==> config.mk <==
export PLATFORM = sky130hd
export DESIGN_NAME = counter_load_arbiter_flat
export DESIGN_NICKNAME = d
export VERILOG_FILES = /design/src/rtl/counter_load_arbiter_if.sv /design/src/rtl/counter_load_arbiter.sv /design/src/flat_wrapper.sv
export SDC_FILE = /design/constraint.sdc
export NUM_CORES = 1
export LEC_CHECK = 0
export BUFFER_PORTS_ARGS = -buffer_cell sky130_fd_sc_hd__buf_4
export CORE_MARGIN = 10
export CORE_UTILIZATION = 45
export DETAILED_ROUTE_END_ITERATION = 10
export PLACE_DENSITY = 0.82
export SYNTH_ARGS = -nofsm -noshare
export SYNTH_HDL_FRONTEND = slang
export SYNTH_SLANG_ARGS = --single-unit
==> constraint.sdc <==
create_clock -name clk -period 3.2 [get_ports clk]
set_input_delay 0.16 -clock clk [delete_from_list [all_inputs] [get_ports clk]]
set_output_delay 0.16 -clock clk [all_outputs]
set_load 0.03 [all_outputs]
==> src/rtl/counter_load_arbiter_if.sv <==
// Requester/counter-side bus of counter_load_arbiter: request/ack handshake,
// counter write port and status. master = requesters + counter, slave = arbiter.
interface counter_load_arbiter_if #(
   parameter int NREQ = 4,
   parameter int DW   = 8
);
   logic [NREQ-1:0]    req;
   logic [NREQ*DW-1:0] req_data;
   logic [NREQ-1:0]    ack;
   logic [DW-1:0]      cnt_wdata;
   logic               cnt_wr;
   logic [DW-1:0]      cnt_data;
   logic [DW-1:0]      last_data;
   logic [2:0]         grant_id;
   logic               busy;

   modport master (
      output req, req_data, cnt_data,
      input  ack, cnt_wdata, cnt_wr, last_data, grant_id, busy
   );

   modport slave (
      input  req, req_data, cnt_data,
      output ack, cnt_wdata, cnt_wr, last_data, grant_id, busy
   );
endinterface

==> src/rtl/counter_load_arbiter.sv <==
// Round-robin arbiter sharing the loadable counter's write port among NREQ requesters.
// Define CNT_ARB_GUARD_EN to insert GUARD_CYC idle cycles after every write.
module counter_load_arbiter #(
   parameter int NREQ      = 4,
   parameter int DW        = 8,
   parameter int GUARD_CYC = 2
) (
   input logic                   clk,
   input logic                   reset,
   counter_load_arbiter_if.slave bus
);

   typedef enum logic [1:0] {IDLE, WRITE, ACK, GUARD} state_t;

   localparam logic [NREQ-1:0] ONE_HOT0   = {{(NREQ-1){1'b0}}, 1'b1};
   localparam logic [7:0]      GUARD_LAST = 8'(GUARD_CYC - 1);

   state_t        state;
   logic [2:0]    rr_ptr;
   logic [DW-1:0] data_lat;
   logic [7:0]    guard_cnt;
   logic [3:0]    win;

   // Returns {found, index}: first set bit at or above ptr, wrapping to 0.
   function automatic logic [3:0] pick(input logic [NREQ-1:0] r, input logic [2:0] ptr);
      logic [3:0] res;
      int p;
      res = '0;
      for (int i = NREQ - 1; i >= 0; i--) begin
         p = int'(ptr) + i;
         if (p >= NREQ) p = p - NREQ;
         if (r[p]) res = {1'b1, 3'(p)};
      end
      return res;
   endfunction

   // A requester sees its ack only at the next edge, so it is masked for that one grant decision.
   always_comb win = pick(bus.req & ~bus.ack, rr_ptr);

   always_ff @(posedge clk or negedge reset) begin
      if (!reset) begin
         state         <= IDLE;
         rr_ptr        <= '0;
         data_lat      <= '0;
         guard_cnt     <= '0;
         bus.ack       <= '0;
         bus.cnt_wr    <= 1'b0;
         bus.cnt_wdata <= '0;
         bus.last_data <= '0;
         bus.grant_id  <= '0;
         bus.busy      <= 1'b0;
      end else begin
         bus.ack       <= '0;
         bus.cnt_wr    <= 1'b0;
         bus.cnt_wdata <= '0;
         // The counter has absorbed the write by the cycle the ack is visible.
         if (|bus.ack) bus.last_data <= bus.cnt_data;
         case (state)
            IDLE: begin
               if (win[3]) begin
                  bus.grant_id <= win[2:0];
                  data_lat     <= bus.req_data[int'(win[2:0])*DW +: DW];
                  bus.busy     <= 1'b1;
                  state        <= WRITE;
               end
            end
            WRITE: begin
               bus.cnt_wr    <= 1'b1;
               bus.cnt_wdata <= data_lat;
               state         <= ACK;
            end
            ACK: begin
               bus.ack   <= ONE_HOT0 << bus.grant_id;
               rr_ptr    <= (bus.grant_id == 3'(NREQ - 1)) ? 3'd0 : bus.grant_id + 3'd1;
               guard_cnt <= GUARD_LAST;
`ifdef CNT_ARB_GUARD_EN
               state     <= GUARD;
`else
               bus.busy  <= 1'b0;
               state     <= IDLE;
`endif
            end
            GUARD: begin
               if (guard_cnt == 8'd0) begin
                  bus.busy <= 1'b0;
                  state    <= IDLE;
               end else begin
                  guard_cnt <= guard_cnt - 8'd1;
               end
            end
            default: state <= IDLE;
         endcase
      end
   end

endmodule

==> src/flat_wrapper.sv <==
// flat-port wrapper written by rule: the top's interface ports become plain ports
module counter_load_arbiter_flat 
#(
   parameter int NREQ      = 4,
   parameter int DW        = 8,
   parameter int GUARD_CYC = 2
)
  (clk, reset, bus_req, bus_req_data, bus_cnt_data, bus_ack, bus_cnt_wdata, bus_cnt_wr, bus_last_data, bus_grant_id, bus_busy);
  counter_load_arbiter_if #(.NREQ(NREQ), .DW(DW)) bus_i ();
  input logic clk;
  input logic reset;
  input wire logic [$bits(bus_i.req)-1:0] bus_req;
  input wire logic [$bits(bus_i.req_data)-1:0] bus_req_data;
  input wire logic [$bits(bus_i.cnt_data)-1:0] bus_cnt_data;
  output wire logic [$bits(bus_i.ack)-1:0] bus_ack;
  output wire logic [$bits(bus_i.cnt_wdata)-1:0] bus_cnt_wdata;
  output wire logic [$bits(bus_i.cnt_wr)-1:0] bus_cnt_wr;
  output wire logic [$bits(bus_i.last_data)-1:0] bus_last_data;
  output wire logic [$bits(bus_i.grant_id)-1:0] bus_grant_id;
  output wire logic [$bits(bus_i.busy)-1:0] bus_busy;
  assign bus_i.req = bus_req;
  assign bus_i.req_data = bus_req_data;
  assign bus_i.cnt_data = bus_cnt_data;
  assign bus_ack = bus_i.ack;
  assign bus_cnt_wdata = bus_i.cnt_wdata;
  assign bus_cnt_wr = bus_i.cnt_wr;
  assign bus_last_data = bus_i.last_data;
  assign bus_grant_id = bus_i.grant_id;
  assign bus_busy = bus_i.busy;
  counter_load_arbiter #(.NREQ(NREQ), .DW(DW), .GUARD_CYC(GUARD_CYC)) u_core (.clk(clk), .reset(reset), .bus(bus_i));
endmodule
; Word level (Yosys, flattened, before mapping)
; Index checks and enable logic that the tools add are counted.
[totals]
reg_bits = 46
mem_bits_rw = 0
input_bits = 46
n_memories = 0
wordCells = 79
output_inout_bits = 25
mem_bits_ro = 0
latch_bits = 0
[op_classes]
n_bitwise = 2
order_cmp = 8
n_addsub = 9
div_mod_pow = 0
n_mux = 32
n_eq_ne = 7
shifts = 2
multipliers = 0
reduce_logical = 9
[ops]
columns = cell, n
row1 = < comparator 32 x 4 -> 1 bit (second input constant), 4
row2 = two-way mux 32 bit, 4
row3 = greater-or-equal comparator 32 x 4 -> 1 bit (second input constant), 3
row4 = subtractor 32 x 4 -> 32 bit (second input constant), 3
row5 = variable part select 32 x 7 -> 8 bit, 1
row6 = two-way mux 4 bit, 5
row7 = two-way mux 8 bit, 2
row8 = one-hot mux 8 bit (2 select lines), 1
row9 = two-way mux 1 bit, 11
row10 = adder 3 x 2 -> 4 bit (second input constant), 2
row11 = binary-select mux 1 bit (select 2 bit), 4
row12 = zero test 8 bit, 1
row13 = one-hot mux 2 bit (4 select lines), 1
row14 = subtractor 8 x 1 -> 8 bit (second input constant), 1
row15 = AND reduction 2 bit, 3
row16 = adder 3 x 1 -> 4 bit (second input constant), 1
row17 = bitwise AND 4 bit, 1
row18 = == test 2 bit (second input constant), 2
row19 = two-way mux 2 bit, 2
row20 = != test 2 x 1 -> 1 bit (second input constant), 2
row21 = NOT 4 bit, 1
row22 = OR reduction 4 bit, 1
row23 = << shifter 1 x 3 -> 4 bit (first input constant), 1
row24 = subtractor 3 x 3 -> 4 bit (second input constant), 1
row25 = other kinds (11), 11

; Depth between registers and ports, before layout
[logic_depth]
depth_word = 12
mapped_depth = 11
depth_no_buf = 9

; Worst setup path after synthesis
; OpenSTA, ideal clock, no wires.
[synth_timing]
path_type = register -> register
startpoint = reg u_core.rr_ptr[1]
endpoint = reg u_core.data_lat[0]
period_less_slack_ns = 2.985
n_path_buf = 0
required_time_ns = 3.074
stages_incl_launch_ff = 9
path_slack_ns = 0.215
setup_time_ns = 0.126
arrival_time_ns = 2.859
cell_sequence = dfrtp_1 > inv_1 > ha_1 > mux4_2 > or4_1 > a311oi_2 > a211o_4 > a221oi_2 > a221o_1
[synth_between]
elab_chain_len = 11
word_cells_on_any_way = 33
cone_classes = 7 x add/sub / 4 x order compare / 1 x shift / 20 x mux / 1 x reduce/logical
[synth_rtl]
columns = item, line_no
row1 = "start, declared", counter_load_arbiter.sv:19  ; logic [2:0] rr_ptr;
row2 = "start signal, assigned", counter_load_arbiter.sv:74  ; rr_ptr <= (bus.grant_id == 3'(NREQ - 1)) ? 3'd0 : bus.grant_id + 3'd1;
row3 = adder 3 x 2 -> 4 bit, counter_load_arbiter.sv:30  ; p = int'(ptr) + i;
row4 = subtractor 32 x 4 -> 32 bit / greater-or-equal comparator 32 x 4 -> 1 bit (equally long branches), counter_load_arbiter.sv:31  ; if (p >= NREQ) p = p - NREQ;
row5 = two-way mux 32 bit, counter_load_arbiter.sv:31
row6 = binary-select mux 1 bit (select 2 bit), counter_load_arbiter.sv:32  ; if (r[p]) res = {1'b1, 3'(p)};
row7 = two-way mux 1 bit (implied by the code) (2 in series), counter_load_arbiter.sv:32
row8 = two-way mux 4 bit (3 in series), counter_load_arbiter.sv:32
row9 = two-way mux 4 bit (*), counter_load_arbiter.sv:32
row10 = variable part select 32 x 7 -> 8 bit / AND reduction 2 bit (equally long branches), n/a
row11 = "end signal, assigned", counter_load_arbiter.sv:62  ; data_lat <= bus.req_data[int'(win[2:0])*DW +: DW];
row12 = "end, declared", counter_load_arbiter.sv:20  ; logic [DW-1:0] data_lat;
; Every way passes the cells marked *; elsewhere a longest branch is shown, timed or not. The select of a mux whose other input is x is not followed.
; A chain may end at the register's enable or synchronous reset.

; Worst setup path after layout
[layout_timing]
startpoint = reg u_core.rr_ptr[1]
endpoint = reg u_core.data_lat[7]
; Same word-level chain as after synthesis.

==> impl_results.md <==
* Prevailing post-synth register cell: sky130_fd_sc_hd__dfrtp_1
* Run status: complete, no violations
* Classification of the worst setup path: flip-flop to flip-flop
* Number of I/O pins at 71
* Highest clock frequency the design can meet at 332 MHz
* Clock Skew at 3.09 ps
* Total die area at 9670 um2
* Total Negative Setup Slacks at 0 ps
* Wire length of the first global-routing pass at 11,300 um
* Weighted congestion reported at the end of routability-driven placement at 0.916
* # diodes at 0
* Worst vdd ir at 0.543 mV
* Number of sinks on the clock net at 46
* Initial Utilization at 0.464
* Post-synthesis cell type count at 39
* Register-to-Register Setup Slack at 190 ps
* FF+latch count, synth at 46
* Number of endpoints with negative hold slack in the final report at 0
* CTS resizes at 0
* Type of destination of the critical path: flip-flop
* Clock-pin slew on the worst setup and hold paths at 90 ps
* TritonCTS clock tree: yes
* Maximum level of the CTS H-tree at 2
* Synthesized net count at 326
* Cell leakage power at 1.64 nW
* Transition time at the pin with the least slew margin at 1000 ps
* Path category of the worst min-delay check: input pin to flip-flop
* Post-DR wirelength/cell at 16.8 um
* Mean post-synth cell area at 10.3 um2
* Global route overflow at 0
* FF-to-FF path depth at 8
* Detailed-routing iteration count for the pre-antenna-repair pass at 5
* Floorplan die width at 98.4 um
* Layout cells sized above 1 at 0.323
* Clk buf depth at 2
* Dpl hpwl at 5390 um
* Fill cell instance count of the final layout at 502
* Critical Path Source Type: flip-flop
* Worst max-slew margin expressed relative to the limit at 0.326
* Detailed-route wire length at 6970 um
* Quantity of I/O buffers inserted on ports at 70
* R2R Path End: u_core.data_lat[7]
* Final count of pins violating max slew at 0
* Endpoints failing setup at 0
* Number of vias per cell at 5.64
* First-iteration detailed-routing DRC count at 163
* Placeable core area at 5960 um2
* Post-synth ARST share at 1.00
* Most common cell after layout, fill and taps aside: sky130_fd_sc_hd__buf_4
* Critical register-to-register path startpoint: u_core.rr_ptr[1]
* Number of placement rows at 28
* Die span in y at 98.4 um
* Crit path max fanout at 8
* Share of the cycle needed by the critical path after routing at 0.940
* Area growth syn-to-layout at 27.0%
* Critical path data arrival time at 3190 ps
* Mapped cell area at 2760 um2
* Number of buffers inserted during clock tree synthesis at 5
* Unrepaired setup endpoints after global routing: no
* Worst hold stages at 2
* Post-Route Utilization at 0.589
* Top library cells by usage in the layout, fill and taps aside: sky130_fd_sc_hd__buf_4 (76), sky130_fd_sc_hd__dfrtp_1 (46), sky130_fd_sc_hd__nor2_1 (26)
* Portion of the post-synthesis area used by sequential elements at 0.417
* Max Cap Viol at 0
* Clock latency on the worst-skew pair at 300 ps
* Count of unresolved DRC violations after routing at 0
* Yosys synthesis warning count at 0
* Count of nets left with antenna violations after detail routing at 0
* Time the final worst path needs with I/O delays and setup at 3010 ps
* Root buffer cell: sky130_fd_sc_hd__clkbuf_8
* Required @ worst endpoint at 3390 ps
* Terminating pin of the worst hold path: u_core.bus.last_data[0]
* Vias after detailed routing at 2,348
* Number of global-route vias before repair at 2,329
* Number of nets in the layout at 399
* Startpoint of the worst hold path: bus_cnt_data[0]
* Maximum number of pins on one net before global-route repair at 47
* EDFF count, synth at 0
* Initial antenna violation count at 0
* Post-CTS Setup Inserts at 0
* Combined global-route utilization of all metal layers at 0.139
* Post-synthesis cell count at 267
* Power density relative to cell area at 1080 nW/um2
per-layer routing:
metal / GRT usage / vias up / wire length [um]
li1: - / 1129 / -
met1: 0.169 / 1146 / 2960
met2: 0.236 / 63 / 3500
met3: 0.0338 / 10 / 393
met4: 0.0441 / 0 / 109
met5: 0 / - / 0
worst max-delay path by stage:
stage               cells after the start              from                  to
finish                                  8  u_core.rr_ptr[1]  u_core.data_lat[7]
CTS                                     8  u_core.rr_ptr[0]  u_core.data_lat[7]
floorplan                               8  u_core.rr_ptr[1]  u_core.data_lat[0]
global placement                        8  u_core.rr_ptr[0]  u_core.data_lat[4]
detailed placement                      8  u_core.rr_ptr[0]  u_core.data_lat[7]
global route                            8  u_core.rr_ptr[0]  u_core.data_lat[7]
synthesized netlist by cell type, types with 8 or more instances:
| cell | instances | area (um2) |
|---|---|---|
| sky130_fd_sc_hd__dfrtp_1 | 46 | 1150 |
| sky130_fd_sc_hd__nor2_1 | 26 | 97.6 |
| sky130_fd_sc_hd__nand2_1 | 18 | 67.6 |
| sky130_fd_sc_hd__mux2i_1 | 16 | 160 |
| sky130_fd_sc_hd__a21oi_1 | 14 | 70.1 |
| sky130_fd_sc_hd__and2_1 | 13 | 81.3 |
| sky130_fd_sc_hd__ha_1 | 13 | 163 |
| sky130_fd_sc_hd__o21ai_0 | 10 | 50.1 |
| sky130_fd_sc_hd__inv_1 | 9 | 33.8 |
| sky130_fd_sc_hd__mux2_2 | 9 | 101 |
| sky130_fd_sc_hd__a221o_1 | 8 | 80.1 |
| sky130_fd_sc_hd__a221oi_1 | 8 | 70.1 |
| sky130_fd_sc_hd__a221oi_2 | 8 | 120 |
| sky130_fd_sc_hd__nand2b_1 | 8 | 50.1 |
critical path, stage by stage, from the launching register on:
cell and delay, ps:
sky130_fd_sc_hd__dfrtp_1 380, sky130_fd_sc_hd__inv_1 70, sky130_fd_sc_hd__ha_1 400, sky130_fd_sc_hd__mux4_2 540, sky130_fd_sc_hd__or4_1 550, sky130_fd_sc_hd__a311oi_2 380, sky130_fd_sc_hd__a211o_4 240, sky130_fd_sc_hd__a221oi_2 50
sky130_fd_sc_hd__a221o_1 280
where the power goes:
group	leakage [nW]	switching [mW]	internal, mW	total [mW]
Sequential	0.585	0.185	0.831	1.02
Clock	0.0504	0.206	0.232	0.438
Combinational	1.00	1.34	0.994	2.33
cell families (layout without fill, tap and decap cells):
family                     count (synthesis)  in the layout  synth area share
AOI/OAI and AO/OA                         62             62             0.183
xor gates and xnor gates                   7              7            0.0222
adders and majority gates                 13             13            0.0589
buffers and inverters                     21             95            0.0303
DFF                                       46             46             0.417
muxes                                     29             29             0.127
and+or+nand+nor                           89             89             0.162
metrics by stage:
stage	power, mW	cells	hold slack (ps)	setup WS [ps]	instance area [um2]
detailed placement	3.35	407	200	219	3380
floorplan	2.70	267	-136	215	2760
global route	4.07	416	71.8	20.1	3510
CTS	3.79	416	79.5	195	3510
global placement	3.26	407	191	314	3380
finish	3.78	416	85.3	192	3510
cell type report:
cell class / instances / area (um2) / area share
Clock buffer: 5 / 68.8 / 0.0196
Clock inverter: 3 / 45.0 / 0.0128
Inverter: 10 / 37.5 / 0.0107
Multi-Input combinational cell: 200 / 1530 / 0.437
Sequential cell: 46 / 1150 / 0.328
Tap cell: 75 / 93.8 / 0.0267
Timing Repair Buffer: 77 / 581 / 0.165
sequential cells by signal (all words and copies together), names as in the netlist:
signal,flops
u_core.bus.ack,4
u_core.bus.grant_id,3
u_core.state,2
u_core.bus.busy,1
u_core.bus.cnt_wr,1
u_core.bus.last_data,8
u_core.guard_cnt,8
u_core.data_lat,8
u_core.rr_ptr,3
u_core.bus.cnt_wdata,8
what timing repair did:
item                       4_1_cts  5_1_grt
setup endpoints to repair        0        0
hold buffers                     1        0
hold endpoints to repair        46        0
No activity file was read; power rests on OpenSTA's default activity.
